File: src/rtl/mips_mem_pkg.sv
// Shared encodings for the load/store front end: access sizes, FSM states, memory index width.
package mips_mem_pkg;

   localparam int DM_IDX_W = 8;

   localparam logic [1:0] SZ_BYTE = 2'b00;
   localparam logic [1:0] SZ_HALF = 2'b01;
   localparam logic [1:0] SZ_WORD = 2'b10;
   localparam logic [1:0] SZ_ILL  = 2'b11;

   typedef enum logic [2:0] {
      ST_IDLE   = 3'd0,
      ST_LOAD   = 3'd1,
      ST_RMW_RD = 3'd2,
      ST_STORE  = 3'd3,
      ST_DONE   = 3'd4
   } lsu_state_e;

   // Size 11 is never a legal access; halves need an even lane, words lane 0.
   function automatic logic is_misaligned(input logic [1:0] size, input logic [1:0] lane);
      logic mis;
      case (size)
         SZ_BYTE: mis = 1'b0;
         SZ_HALF: mis = lane[0];
         SZ_WORD: mis = (lane != 2'b00);
         default: mis = 1'b1;
      endcase
      return mis;
   endfunction

endpackage

File: src/rtl/lane_merge.sv
// Byte/half lane extraction with sign/zero extension for loads, and lane replacement for stores.
// Purely combinational, no latency; no handshake, so no backpressure.
// Lanes are little-endian: lane 0 is bits [7:0].
module lane_merge
   import mips_mem_pkg::*;
(
   input  logic [1:0]  lane,
   input  logic [1:0]  size,
   input  logic        sign_ext,
   input  logic [31:0] rd_word,
   input  logic [31:0] old_word,
   input  logic [31:0] new_data,
   output logic [31:0] load_ext,
   output logic [31:0] merged
);

   logic [31:0] shifted;

   always_comb begin
      shifted  = rd_word >> {lane, 3'b000};
      load_ext = rd_word;
      case (size)
         SZ_BYTE: load_ext = {{24{sign_ext & shifted[7]}}, shifted[7:0]};
         SZ_HALF: load_ext = {{16{sign_ext & shifted[15]}}, shifted[15:0]};
         default: load_ext = rd_word;
      endcase
   end

   always_comb begin
      merged = old_word;
      case (size)
         SZ_BYTE: merged[{lane, 3'b000} +: 8]     = new_data[7:0];
         SZ_HALF: merged[{lane[1], 4'b0000} +: 16] = new_data[15:0];
         SZ_WORD: merged = new_data;
         default: merged = old_word;
      endcase
   end

endmodule

File: src/rtl/load_store_unit.sv
// Byte/half/word load-store front end onto a 256-word data memory; sub-word stores are read-modify-write.
// Latency accept->done: misaligned 1, load 2, word store 2, sub-word store 3 cycles.
// req_ready is high only in IDLE; CPU inputs are ignored while a request is in flight.
module load_store_unit
   import mips_mem_pkg::*;
#(
   parameter int ADDR_W = 32,
   parameter int DATA_W = 32
) (
   input  logic              clk,
   input  logic              reset,
   input  logic              req_valid,
   output logic              req_ready,
   input  logic              req_we,
   input  logic [1:0]        req_size,
   input  logic              req_signed,
   input  logic [ADDR_W-1:0] req_addr,
   input  logic [31:0]       req_wdata,
   output logic              done,
   output logic [31:0]       load_data,
   output logic              misaligned,
   output logic [31:0]       dm_read_adr,
   output logic [31:0]       dm_write_adr,
   output logic [31:0]       dm_write_data,
   output logic              dm_memread,
   output logic              dm_memwrite,
   input  logic [31:0]       dm_read_data
);

   generate
      if (DATA_W != 32) begin : g_bad_data_w
         $error("load_store_unit: DATA_W must be 32");
      end
   endgenerate

   lsu_state_e          state_q, state_d;
   logic                we_q, we_d;
   logic [1:0]          size_q, size_d;
   logic                signed_q, signed_d;
   logic [DM_IDX_W-1:0] idx_q, idx_d;
   logic [1:0]          lane_q, lane_d;
   logic [31:0]         wdata_q, wdata_d;
   logic [31:0]         merge_q, merge_d;
   logic [31:0]         load_data_q, load_data_d;
   logic                mis_q, mis_d;

   logic [31:0]         lm_load_ext;
   logic [31:0]         lm_merged;
   logic [31:0]         idx_ext;
   logic                unused_addr_hi;

   // Only the word index and lane bits address the 1 KiB memory window.
   assign unused_addr_hi = ^req_addr[ADDR_W-1:10];
   assign idx_ext        = {{(32-DM_IDX_W){1'b0}}, idx_q};

   lane_merge u_lane_merge (
      .lane     (lane_q),
      .size     (size_q),
      .sign_ext (signed_q),
      .rd_word  (dm_read_data),
      .old_word (merge_q),
      .new_data (wdata_q),
      .load_ext (lm_load_ext),
      .merged   (lm_merged)
   );

   always_ff @(posedge clk) begin
      if (!reset) begin
         state_q     <= ST_IDLE;
         we_q        <= 1'b0;
         size_q      <= SZ_BYTE;
         signed_q    <= 1'b0;
         idx_q       <= '0;
         lane_q      <= 2'b00;
         wdata_q     <= '0;
         merge_q     <= '0;
         load_data_q <= '0;
         mis_q       <= 1'b0;
      end else begin
         state_q     <= state_d;
         we_q        <= we_d;
         size_q      <= size_d;
         signed_q    <= signed_d;
         idx_q       <= idx_d;
         lane_q      <= lane_d;
         wdata_q     <= wdata_d;
         merge_q     <= merge_d;
         load_data_q <= load_data_d;
         mis_q       <= mis_d;
      end
   end

   always_comb begin
      state_d     = state_q;
      we_d        = we_q;
      size_d      = size_q;
      signed_d    = signed_q;
      idx_d       = idx_q;
      lane_d      = lane_q;
      wdata_d     = wdata_q;
      merge_d     = merge_q;
      load_data_d = load_data_q;
      mis_d       = mis_q;
      case (state_q)
         ST_IDLE: begin
            if (req_valid) begin
               we_d     = req_we;
               size_d   = req_size;
               signed_d = req_signed;
               idx_d    = req_addr[9:2];
               lane_d   = req_addr[1:0];
               wdata_d  = req_wdata;
               if (is_misaligned(req_size, req_addr[1:0])) begin
                  mis_d   = 1'b1;
                  state_d = ST_DONE;
               end else if (!req_we) begin
                  state_d = ST_LOAD;
               end else if (req_size == SZ_WORD) begin
                  state_d = ST_STORE;
               end else begin
                  state_d = ST_RMW_RD;
               end
            end
         end
         ST_LOAD: begin
            load_data_d = lm_load_ext;
            state_d     = ST_DONE;
         end
         ST_RMW_RD: begin
            merge_d = dm_read_data;
            state_d = ST_STORE;
         end
         ST_STORE: begin
            state_d = ST_DONE;
         end
         ST_DONE: begin
            mis_d   = 1'b0;
            state_d = ST_IDLE;
         end
         default: state_d = ST_IDLE;
      endcase
   end

   always_comb begin
      req_ready     = 1'b0;
      done          = 1'b0;
      dm_read_adr   = '0;
      dm_write_adr  = '0;
      dm_write_data = '0;
      dm_memread    = 1'b0;
      dm_memwrite   = 1'b0;
      case (state_q)
         ST_IDLE: req_ready = 1'b1;
         ST_LOAD, ST_RMW_RD: begin
            dm_memread  = 1'b1;
            dm_read_adr = idx_ext;
         end
         ST_STORE: begin
            dm_memwrite   = 1'b1;
            dm_write_adr  = idx_ext;
            dm_write_data = (size_q == SZ_WORD) ? wdata_q : lm_merged;
         end
         ST_DONE: done = 1'b1;
         default: ;
      endcase
   end

   assign load_data  = load_data_q;
   assign misaligned = mis_q;

endmodule

File: config.mk
export PLATFORM = sky130hd
export DESIGN_NAME = load_store_unit
export DESIGN_NICKNAME = d
export VERILOG_FILES = /design/src/rtl/mips_mem_pkg.sv /design/src/rtl/lane_merge.sv /design/src/rtl/load_store_unit.sv
export SDC_FILE = /design/constraint.sdc
export NUM_CORES = 1
export LEC_CHECK = 0
export ABC_AREA = 1
export BUFFER_PORTS_ARGS = -buffer_cell sky130_fd_sc_hd__buf_2
export CAP_MARGIN = 25
export CORE_UTILIZATION = 51
export CTS_CLUSTER_SIZE = 12
export DETAILED_ROUTE_END_ITERATION = 6
export GPL_ROUTABILITY_DRIVEN = 0
export PLACE_DENSITY = 0.81
export SLEW_MARGIN = 10
export SYNTH_ARGS = -nofsm -noshare
export SYNTH_HDL_FRONTEND = slang
export SYNTH_SLANG_ARGS = --single-unit
File: constraint.sdc
create_clock -name clk -period 2.9 [get_ports clk]
set_input_delay 0.725 -clock clk [delete_from_list [all_inputs] [get_ports clk]]
set_output_delay 0.725 -clock clk [all_outputs]
set_load 0.05 [all_outputs]
* After elaboration in Yosys (flattened, before gate mapping)
Index checks and enable logic that the tools add are counted.
Widths: inputs -> output; s select.
** Cells by class
- $add $sub $neg :: 2
- Equality and inequality tests :: 10
- Shift-type cells :: 5
- Multiplexer cells :: 23
- Bitwise logic cells :: 2
- Reductions and logical operators :: 9
** Operator list (count)
- $pmux 32 s2 :: 2
- $bwmux 32 :: 2
- $mux 32 :: 2
- $shift 16x7->32 const A :: 1
- $shift 8x7->32 const A :: 1
- $shiftx 16x7->32 :: 1
- $shiftx 8x7->32 :: 1
- $shr 32x5->16 :: 1
- $mux 8 :: 2
- $neg 5->7 :: 2
- $mux 1 :: 9
- $pmux 3 s3 :: 1
- $eq 3x2->1 const B :: 2
- $mux 3 :: 2
- $eq 2x1->1 const B :: 2
- $eq 2x2->1 const B :: 2
- $logic_not 2->1 :: 2
- $ne 2x2->1 const B :: 2
- $reduce_bool 2->1 :: 2
- $reduce_or 2->1 :: 2
- $eq 3x1->1 const B :: 1
- $eq 3x3->1 const B :: 1
- $logic_not 3->1 :: 1
- $pmux 1 s3 :: 1
- other kinds (5) :: 6
** Storage, ports and cells
- Register bits after elaboration :: 113
- Output and inout bits :: 133
- Word-level logic and storage cells :: 60

* Logic depth before layout (Yosys ltp)
Gate-level depths: netlist of the first run.
- Depth after elaboration :: 7
- Gate-level depth with buffers :: 12
- Mapped depth without buffers :: 9

* By module
A second synthesis of the first run with hierarchy kept.
** Unflattened totals
- Cell total of the unflattened synthesis :: 1213
- Area total of the unflattened synthesis :: 7240.7 µm²
** By module, submodules not included
- load_store_unit :: instances 1, cells each 696, area an instance 5074.9 µm², sequential area each 2262.2 µm²
- lane_merge :: instances 1, cells each 517, area an instance 2165.8 µm², sequential area each 0.0 µm²

* Least setup slack after synthesis of the first run
No wires, ideal clock.
- Path type :: register to output
- Start point :: register lane_q[1]
- End point :: output port dm_write_data[0]
- Arrival time :: 2.505 ns
- Required time :: 2.175 ns
- Slack :: -0.330 ns
- Stages on the path, launching flop included :: 9
- Path through :: dfxtp_1 > buf_4 > inv_2 > buf_6 > buf_4 > ha_1 > o21ai_1 > nor2_1 > nor3_1
** On the way
- Longest elaborated chain between the ends :: 6
** Ends and longest elaborated chain
- from (decl) :: RTL line load_store_unit.sv:41 : logic [1:0] lane_q, lane_d;
- from (signal assigned) :: RTL line load_store_unit.sv:85 : lane_q <= lane_d;
- $neg 5->7, on equally long branches :: RTL line lane_merge.sv:33, lane_merge.sv:32
- $shiftx 16x7->32, or another cell as far along :: RTL line lane_merge.sv:33 : SZ_HALF: merged[{lane[1], 4'b0000} +: 16] = new_data[15:0];
- $bwmux 32, on equally long branches :: RTL line lane_merge.sv:33, lane_merge.sv:32
- $pmux 32 s2 (*) :: RTL line lane_merge.sv:31 : case (size)
- $mux 32 (*) :: RTL line load_store_unit.sv:161 : dm_write_data = (size_q == SZ_WORD) ? wdata_q : lm_merged;
- $mux 32 (*) :: RTL line load_store_unit.sv:152 : case (state_q)
- to (decl) :: RTL line load_store_unit.sv:24 : output logic [31:0] dm_write_data,
Mark *: on every way between the ends. The rest lies on a longest branch, timed or not.

* Worst setup path in the final report of the first run
- Start point :: register size_q[0]
- End point :: output port dm_write_data[4]
** On the way
- Longest elaborated chain between the ends :: 4
** Ends and longest elaborated chain
- from (decl) :: RTL line load_store_unit.sv:38 : logic [1:0] size_q, size_d;
- from (signal assigned) :: RTL line load_store_unit.sv:82 : size_q <= size_d;
- $eq 2x1->1 or $logic_not 2->1 (tied branches) :: RTL line lane_merge.sv:31
- $pmux 32 s2 :: RTL line lane_merge.sv:31
- $mux 32 (*) :: RTL line load_store_unit.sv:161
- $mux 32 (*) :: RTL line load_store_unit.sv:152
Marks and branches as above.

==> results.txt, run 1 <==
status: finished clean
crit end category: output pin
htree depth: 4
crit path max-delay cell type: dfxtp_2
row count: 41
starting density of the core: 53.0%
Max VDD drop: 0.449 mV
crit path kind: reg2out
Slowest Stage Delay on Critical Path: 490 ps
core area: 0.0128 mm2
ys flop type: dfxtp_1
CP Max Fanout: 12
Routed met3 length: 1.94 mm
Die W: 117 um
Power Internal: 3.41 mW
nets: 1291
vias in the first global route: 6531
Residual DRC: 0
WP data required: 2170 ps
Worst Path Arrival: 2100 ps
Leakage: 3.95 nW
async set-reset flop share out of synthesis: 0%
mean post-synth cell area: 6.54 um2
DR WL/cell: 14.9 um
Starting DRT DRC Count: 663
worst setup margin: 71.9 ps
unrepaired setup endpoints after global routing: true
Storage cell area: 0.00227 mm2
routed vias/inst: 5.37
Startpoint Class: flop
fmax: 354 MHz
flops & latches, synth: 113
Clock Power Share: 39.8%
Synth Cell Area: 0.00680 mm2
die extent in y: 117 um
# setup viols final: 0
Yosys warning count: 0
# fillers: 1151
CTS sink count: 113
share of cells above drive strength 1: 25.1%
switching share of power: 34.6%
largest net degree at the start of global routing: 61
Worst slew margin: 62.2%
Logic pwr share: 25.9%
clock buffer depth: 2
TritonCTS clock tree: yes
ANT nets after route: 0
DP Worst Slack: 253 ps
pin slew with the least headroom to its limit: 568 ps
Area after DPL: 0.00753 mm2
CP dominant cell by count: nand2_2
max layer used: met4
PD cells: 624 mW/mm2
first-pass GRT wire length: 32.3 mm
sequential area share after synthesis: 33.3%
initial antenna violation count: 1
multi-input logic area: 0.00377 mm2
Die ar.: 0.0138 mm2
Hold Fails Final Rpt: 0
Reg power frac: 34.3%
fin crit share: 97.5%
gr ovfl total: 0
clk_lat worst skew: 420 ps
Hold Path Class: reg2reg
Synth cell types: 29
clock transition at the registers of the reported paths: 60 ps
EDFF count, synth: 0
Switching Power: 1.81 mW
DRT Pass-1 Iters: 7
CTS root buffer: clkbuf_16
PortBufs: 165
CP Cell Sequence: nand2_2 > inv_6 > nand2_2 > nand2_2 > nor3_1 > nor2_1 > buf_2
DPL Wire Length: 14.4 mm
met1 wire length: 8.27 mm
Max Clock Skew: 10.6 ps
Vias: 7340
Post-Syn Instances: 1040
number of CTS-inserted buffers: 17
WL met2: 9.51 mm
post-layout min period: 2830 ps
finished layout cell area: 0.00835 mm2
Boundary Pins: 236
max-slew violation count: 0
GRT Overall Usage: 29.4%
final wirelength: 20.4 mm
maxcap violations: 0
Layout area overhead: 22.9%
[layer usage]
layer  track usage (%)  up-vias
met1              37.3     3305
li1                  -     3581
met2              47.3      393
met5                 0        -
met4              13.3        0
met3              6.98       61
[synthesized netlist by cell type (2+ instances only)]
cell,count,area (um2)
nand2_1,224,841
a21oi_1,124,621
dfxtp_1,113,2260
nor2_1,88,330
inv_1,84,315
nand3_1,84,420
o21ai_0,65,325
buf_4,53,398
o21ai_1,48,240
clkbuf_1,26,97.6
buf_2,25,125
o21a_1,24,180
inv_2,14,52.6
nand3_2,12,120
nor3_1,12,60.1
buf_6,8,90.1
o22ai_1,8,50.1
ha_1,5,62.6
nor2_2,5,31.3
o211ai_1,4,30.0
buf_1,3,11.3
nor2_8,3,60.1
nand2_2,2,12.5
[through the flow]
| step | std cells | power [mW] | util (%) | TNS [ps] | hold WS (ps) |
|---|---|---|---|---|---|
| 2_1_floorplan | 1087 | 2.84 | - | -81.0 | 437 |
| 4_1_cts | 1364 | 5.17 | 64.3 | -3.84 | 461 |
| 3_5_place_dp | 1328 | 3.06 | 58.7 | 0 | 451 |
| 6_report | 1368 | 5.21 | 65.1 | 0 | 462 |
| 5_1_grt | 1368 | 5.42 | 65.1 | -14.4 | 476 |
| 3_3_place_gp | 1328 | 3.04 | 58.7 | 0 | 450 |
[final cells by class]
type	instances	area share, %
Sequential cell	113	27.1
Tap cell	172	2.58
Multi-Input combinational cell	761	45.2
Antenna cell	1	0.0300
Timing Repair Buffer	191	13.5
Clock buffer	19	5.30
Inverter	98	4.54
Clock inverter	12	1.69
Timing Repair inverter	1	0.0599
[registers in the layout (all words and copies together) (netlist names)]
name and count:
misaligned 1, idx_q 8, state_q 3, size_q 2, merge_q 32, wdata_q 32
lane_q 2, signed_q 1, load_data 32
[logic make-up (layout without fill, tap and decap cells)]
family	count (synthesis)	after routing	synth area share, %
AO/OA/AOI/OAI	274	274	21.5
adder cells (fa/ha/maj)	5	5	0.920
buffers and inverters	213	321	16.0
flip-flops	113	113	33.3
other	1	49	0.0552
AND/OR/NAND/NOR	434	434	28.2
[critical path, delay by kind of cell, from the launching register on]
family	cells	cell delay (ps)
buffers and inverters	2	450
flip-flops	1	490
AND/OR/NAND/NOR	5	730
[power by group through the flow]
stage                     Clock (mW)  Combinational [mW]  Sequential [mW]
after detailed placement           0                1.25             1.81
after floorplan                    0               0.950             1.89
after global placement             0                1.24             1.81
after CTS                       2.09                1.30             1.78
final                           2.07                1.35             1.79
after global routing            2.15                1.47             1.80
[cells in the final DEF, fill, tap and decap left out, types with 2 or more instances in the layout]
cell,instances
o21a_1,24
nand3_1,83
o22ai_1,8
bufinv_16,3
o21ai_1,49
nand3_2,12
dfxtp_2,4
buf_2,142
nor3_1,10
conb_1,48
nand2_2,4
inv_2,12
clkinv_2,7
nor2_4,2
a21oi_1,102
o21ai_0,62
nor2_2,6
a21oi_2,22
clkbuf_4,3
buf_6,10
nor3_2,2
o211ai_1,4
nor2_8,3
nor2_1,86
dfxtp_1,109
nand3_4,2
clkbuf_16,17
ha_1,3
buf_4,35
inv_1,83
clkinvlp_4,2
nand2_1,222
[worst paths after layout]
path | cells after the start | from | to | slack [ps]
min | 2 | wdata_q[25]$_SDFFE_PN0P_ | wdata_q[25]$_SDFFE_PN0P_ | 460
max reg2reg | 7 | state_q[2]$_SDFFE_PN0P_ | signed_q$_SDFFE_PN0P_ | 1060
min reg2reg | 2 | wdata_q[25]$_SDFFE_PN0P_ | wdata_q[25]$_SDFFE_PN0P_ | 460
max | 7 | size_q[0]$_SDFFE_PN0P_ | dm_write_data[4] | 70
[repair_timing]
action,in CTS,in global routing
pin swaps,3,1
resized for setup,27,34
gates cloned,0,1
endpoints found under the setup margin,32,32
setup buffers,5,2
hold buffers,0,0
Power figures use the tool's default switching activity.
==> inputs of run 2 (changes only) <==
ABC_AREA = default   (was 1)
CORE_UTILIZATION = 50   (was 51)
==> run 2 against run 1 <==
- worst setup slack worse by 68 ps
- highest routed layer unchanged
- fmax down 2.4%
- flip-flop and latch count unchanged
- synthesized area down 4.5%
- via count down 7.7%
- sequential power down 2%
- sequential share of layout area down 0.19 points
- die area down 2.6%
- critical path type unchanged
==> results.txt, run 2 <==
ys flop type: dfxtp_1
ANT cells: 0 (-1)
PortBufs: 165 (unchanged)
starting density of the core: 51.4% (-1.6 points)
Die W: 116 um (-1.3%)
Boundary Pins: 236 (unchanged)
ANT nets after route: 0 (unchanged)
most common cell after layout, fill and taps aside: nand2_1
Synth top area share: 34.8% (+1.6 points)
row count: 41 (unchanged)
routed vias/inst: 5.75 (+7.1%)
Vias: 6774 (-7.7%)
Synth cell types: 50 (+72%)
share of cells above drive strength 1: 29.1% (+4.0 points)
TritonCTS clock tree: yes
crit end category: output pin
crit path kind: reg2out
PD cells: 592 mW/mm2 (-5.2%)
most frequent cells in the layout: nand2_1, buf_2, dfxtp_1
first-pass GRT wire length: 31.0 mm (-4.1%)
die extent in y: 116 um (-1.3%)
max-slew violation count: 0 (unchanged)
gr ovfl total: 0 (unchanged)
DRT Pass-1 Iters: 5 (-2)
Hold Path Class: reg2reg
Synth Cell Area: 0.00649 mm2 (-4.5%)
core area: 0.0126 mm2 (-1.6%)
fin crit share: 99.9% (+2.3 points)
# fillers: 1022 (-11%)
met1 usage: 36.6% (-0.72 points)
worst setup margin: 3.78 ps (-68.1 ps)
async set-reset flop share out of synthesis: 0% (unchanged)
Yosys warning count: 0 (unchanged)
EDFF count, synth: 0 (unchanged)
htree depth: 4 (unchanged)
post-layout min period: 2900 ps (+68.1 ps)
CP Max Fanout: 8 (-4)
vias in the first global route: 6176 (-5.4%)
Post-Syn Instances: 839 (-19%)
CTS root buffer: clkbuf_16
maxcap violations: 0 (unchanged)
Leakage: 3.39 nW (-14%)
unrepaired setup endpoints after global routing: true
WP data required: 2170 ps (about the same)
top area cells in the synthesized netlist: dfxtp_1, nand2_1, a21boi_1
met3 Use GR: 8.68% (+1.7 points)
post-route core utilization: 66.9% (+1.8 points)
largest area contributor in the synthesized netlist: dfxtp_1
Max Clock Skew: 5.63 ps (-4.97 ps)
CTS sink count: 113 (unchanged)
nets: 1102 (-15%)
status: finished clean
DPL Wire Length: 13.6 mm (-5.2%)
Hold-fix buffers, CTS: 0 (unchanged)
Area after DPL: 0.00740 mm2 (-1.7%)
Die ar.: 0.0134 mm2 (-2.6%)
Hold Fails Final Rpt: 0 (unchanged)
fmax: 345 MHz (-2.4%)
Starting DRT DRC Count: 707 (+6.6%)
final wirelength: 20.4 mm (+0.30%)
GRT Overall Usage: 30.2% (+0.81 points)
clock buffer depth: 2 (unchanged)
Startpoint Class: flop
GRT met2 Usage: 48.9% (+1.6 points)
Max VDD drop: 0.396 mV (-12%)
clk_lat worst skew: 420 ps (about the same)
top-count cell post-synth: nand2_1
pin slew with the least headroom to its limit: 685 ps (+118 ps)
Hold WS: 449 ps (-12.5 ps)
# setup viols final: 0 (unchanged)
top post-synthesis cells by count: nand2_1, dfxtp_1, a21boi_1, buf_4, a21oi_1
clock transition at the registers of the reported paths: 50 ps (about the same)
initial antenna violation count: 0 (-1)
finished layout cell area: 0.00845 mm2 (+1.1%)
Worst slew margin: 54.2% (-8.0 points)
flop2flop setup slack: 760 ps (-300 ps)
sequential area share after synthesis: 34.8% (+1.6 points)
flops & latches, synth: 113 (unchanged)
GR peak layer: met2
largest net degree at the start of global routing: 81 (+33%)
Worst Path Arrival: 2170 ps (+70 ps)
DR WL/cell: 17.3 um (+16%)
Residual DRC: 0 (unchanged)
DP Worst Slack: 220 ps (-33.7 ps)
Layout area overhead: 30.1%
number of CTS-inserted buffers: 17 (unchanged)
mean post-synth cell area: 7.74 um2 (+18%)
-- run 2: changes by cell type after synthesis, moves of 21 or more --
cell | previous run | this run
nand3_1 | 84 | 2
a31oi_1 | 0 | 24
a21oi_1 | 124 | 40
a21boi_0 | 0 | 27
o21ai_0 | 65 | 13
nor2_1 | 88 | 33
o21a_1 | 24 | 3
a21boi_1 | 0 | 50
mux2i_1 | 0 | 31
inv_1 | 84 | 7
nor2b_1 | 0 | 23
-- run 2: final cells by class --
class	count	area, um2	area share (%)
clock buffer	22	484	5.73
clock inverter	10	155	1.84
inverter	10	53.8	0.637
multi-input combinational	651	3970	47.0
sequential	113	2280	26.9
tap	172	215	2.55
timing repair buffer	201	1290	15.3
-- run 2: worst max-delay path: stages (launching register included) --
cell and delay [ps]:
dfxtp_4 400, inv_8 60, ha_4 180, nor3b_4 240
buf_6 170, a32oi_2 110, or2_1 260, a21oi_2 150
buf_6 180
-- run 2: power breakdown --
group / total (mW) / leakage [nW] / internal (mW) / switching (mW)
registers: 1.75 / 0.924 / 1.65 / 0.0996
logic: 1.01 / 2.15 / 0.325 / 0.681
clock network: 2.25 / 0.312 / 1.52 / 0.726
total: 5.00 / 3.39 / 3.49 / 1.51
-- run 2: logic make-up after synthesis --
| family | count (synthesis) | share of synthesized area (%) |
|---|---|---|
| and+or+nand+nor | 304 | 20.4 |
| AOI/OAI and AO/OA | 260 | 27.7 |
| buffers and inverters | 122 | 10.5 |
| DFF | 113 | 34.8 |
| muxes | 34 | 5.53 |
| adders and majority gates | 5 | 0.964 |
| other | 1 | 0.0578 |
-- run 2: path summary, 6_finish.rpt --
path / startpoint / endpoint / depth (start not counted)
max reg2reg: lane_q[0]$_SDFFE_PN0P_ / load_data[25]$_SDFFE_PN0P_ / 6
min: wdata_q[26]$_SDFFE_PN0P_ / wdata_q[26]$_SDFFE_PN0P_ / 2
max: lane_q[1]$_SDFFE_PN0P_ / dm_write_data[24] / 8
min reg2reg: wdata_q[26]$_SDFFE_PN0P_ / wdata_q[26]$_SDFFE_PN0P_ / 2
-- run 2: metrics by stage --
step	power, mW	TNS [ps]	std cells
after floorplan	2.48	-29.2	886
after global placement	2.66	0	1134
after detailed placement	2.68	0	1134
after CTS	4.95	-8.49	1168
after global routing	5.18	-233	1179
final	5.00	0	1179
-- run 2: layer usage --
| layer | up-vias | share of wire (%) |
|---|---|---|
| met2 | 420 | 47 |
| met1 | 3117 | 39 |
| li1 | 3137 | - |
| met3 | 100 | 9.6 |
| met4 | 0 | 4.8 |
| met5 | - | 0 |
-- run 2: timing repair --
| action | CTS | global route |
|---|---|---|
| setup endpoints to repair | 31 | 37 |
| cloned | 1 | 1 |
| setup buffers | 1 | 9 |
| gates resized for setup | 43 | 36 |
| pin swaps | 2 | 11 |
==> inputs of run 3 (changes only) <==
--- a/config.mk
+++ b/config.mk
@@ -8,3 +8,3 @@
 export BUFFER_PORTS_ARGS = -buffer_cell sky130_fd_sc_hd__buf_2
-export CAP_MARGIN = 25
+export CAP_MARGIN = 20
 export CORE_UTILIZATION = 50
==> constraint.sdc (replaced) <==
create_clock -name clk -period 2.9 [get_ports clk]
set_input_delay 0.58 -clock clk [delete_from_list [all_inputs] [get_ports clk]]
set_output_delay 0.58 -clock clk [all_outputs]
set_load 0.05 [all_outputs]
==> run 3 against run 2 <==
- register-to-register slack better by 130 ps
- total power decreased by 5.2%
- clock power decreased by 8%
- final area down 5.2%
- utilization down 3.5 points
- global-route usage is 1.3 points lower
- count of clock-buffer cells in the layout increased by 1
- flip-flop and latch count stayed put
- sequential share of layout area up 1.4 points
- fmax up 2.9%
- critical path type unchanged
- highest routed layer unchanged
- die area is the same
- cell count is 1.1% lower
==> results.txt, run 3 (synthesis gave the netlist of run 2 again) <==
post-CTS setup repair buffer count: 0 (-1)
Die W: 116 um (unchanged)
Storage cell area: 0.00227 mm2 (-0.44%)
Worst Path Arrival: 2240 ps (+70 ps)
starting density of the core: 51.4% (unchanged)
htree depth: 4 (unchanged)
die extent in y: 116 um (unchanged)
largest net degree at the start of global routing: 74 (-8.6%)
clock transition at the registers of the reported paths: 50 ps (about the same)
core area: 0.0126 mm2 (unchanged)
crit end category: output pin
pin slew with the least headroom to its limit: 668 ps (-17.3 ps)
Hold Crit Start: req_addr[3]
post-layout min period: 2820 ps (-80.6 ps)
routed vias/inst: 5.53 (-3.7%)
ANT cells: 0 (unchanged)
PortBufs: 165 (unchanged)
Max VDD drop: 0.393 mV (-0.87%)
Hold WS: 393 ps (-56.3 ps)
clk_lat worst skew: 420 ps (about the same)
post-route core utilization: 63.4% (-3.5 points)
WP data required: 2320 ps (+150 ps)
ANT nets after route: 0 (unchanged)
crit path max-delay cell type: ha_2
max-slew violation count: 0 (unchanged)
CP Max Fanout: 11 (+3)
nets: 1089 (-1.2%)
Max Clock Skew: 4.88 ps (-0.744 ps)
crit path kind: reg2out
first-pass GRT wire length: 29.4 mm (-5.0%)
CP Cell Sequence: inv_4 > ha_2 > and4_2 > a221oi_1 > o22ai_1 > buf_2
row count: 41 (unchanged)
DR WL/cell: 16.6 um (-4.0%)
Hold Fails Final Rpt: 0 (unchanged)
maxcap violations: 0 (unchanged)
DRT Pass-1 Iters: 6 (+1)
Hold Path Class: in2reg
clock buffer depth: 2 (unchanged)
# setup viols final: 0 (unchanged)
TritonCTS clock tree: yes
Layout area overhead: 23.3%
most common cell after layout, fill and taps aside: nand2_1
r2r startpoint: lane_q[1]$_SDFFE_PN0P_
origin of the worst setup path: lane_q[1]$_SDFFE_PN0P_
Boundary Pins: 236 (unchanged)
multi-input logic area: 0.00382 mm2 (-3.6%)
# fillers: 1121 (+9.7%)
Hold-fix buffers, CTS: 0 (unchanged)
Worst slew margin: 55.3% (+1.1 points)
final wirelength: 19.4 mm (-5.1%)
fin crit share: 97.1% (-2.8 points)
unrepaired setup endpoints after global routing: true
most frequent cells in the layout: nand2_1, buf_2, dfxtp_1
gr ovfl total: 0 (unchanged)
initial antenna violation count: 0 (unchanged)
vias in the first global route: 5771 (-6.6%)
Starting DRT DRC Count: 706 (-0.14%)
Slowest Stage Delay on Critical Path: 380 ps (-20 ps)
number of CTS-inserted buffers: 17 (unchanged)
status: finished clean
DPL Wire Length: 13.4 mm (-1.2%)
CTS sink count: 113 (unchanged)
Startpoint Class: flop
Die ar.: 0.0134 mm2 (unchanged)
CTS root buffer: clkbuf_16
Residual DRC: 0 (unchanged)
PD cells: 592 mW/mm2 (about the same)
fmax: 355 MHz (+2.9%)
Leakage: 3.23 nW (-4.5%)
share of cells above drive strength 1: 25.9% (-3.2 points)
Vias: 6452 (-4.8%)
GRT Overall Usage: 29.0% (-1.3 points)
-- run 3: cell count changes in the layout (fill, tap and decap cells not counted), moves of 4 or more --
cell / change
clkbuf_4: -4
buf_6: -7
buf_4: -4
buf_12: -5
buf_2: +7
o22ai_1: +7
o22ai_2: -7
-- run 3: repair_timing --
item | in CTS | in global routing
resized for setup | 11 | 23
endpoints found under the setup margin | 11 | 32
endpoints found under the hold margin | 0 | 0
pin swaps | 0 | 0
-- run 3: final timing paths --
path | end | slack (ps) | cells after the start
hold reg to reg | merge_q[3]$_SDFFE_PN0P_ | 450 | 2
hold / removal | idx_q[1]$_SDFFE_PN0P_ | 390 | 3
setup / recovery | dm_write_data[18] | 80 | 6
setup reg to reg | load_data[26]$_SDFFE_PN0P_ | 890 | 5
-- run 3: routing by layer --
metal | vias to the layer above | part of all wire (%) | global-route usage [%]
li1 | 3115 | - | -
met1 | 2964 | 42 | 37.2
met5 | - | 0 | 0
met4 | 0 | 2.8 | 12.4
met2 | 324 | 47 | 46.7
met3 | 49 | 7.9 | 6.43
-- run 3: metrics by stage --
step	cell area (um2)	cells	TNS, ps	worst slack, ps	total power [mW]
finish	8010	1166	0	84.4	4.74
detailed placement	7300	1133	0	384	2.66
floorplan	6730	886	0	56.5	2.47
global route	8010	1166	-43.1	-21.7	4.92
global placement	7300	1133	0	403	2.65
CTS	7930	1165	-0.468	-0.468	4.72
-- run 3: cell type report --
cell class / count / share of cell area (%)
flip-flops and latches: 113 / 28.3
well taps: 172 / 2.69
inverters: 10 / 0.500
repair buffers: 188 / 13.3
clock inverters: 9 / 1.31
multi-input cells: 651 / 47.8
clock buffers: 23 / 6.09
-- run 3: critical path, delay by kind of cell (launching register included) --
| family | cells | cell delay, ps |
|---|---|---|
| AO/OA/AOI/OAI | 2 | 330 |
| flip-flops | 1 | 360 |
| adder cells (fa/ha/maj) | 1 | 380 |
| buffers and inverters | 2 | 400 |
| AND/OR/NAND/NOR | 1 | 340 |
-- run 3: power by group --
group          leakage, nW  internal [mW]  switching, mW
logic                 2.03          0.272          0.649
registers            0.922           1.65         0.0928
clock network        0.281           1.35          0.732
total                 3.23           3.27           1.47
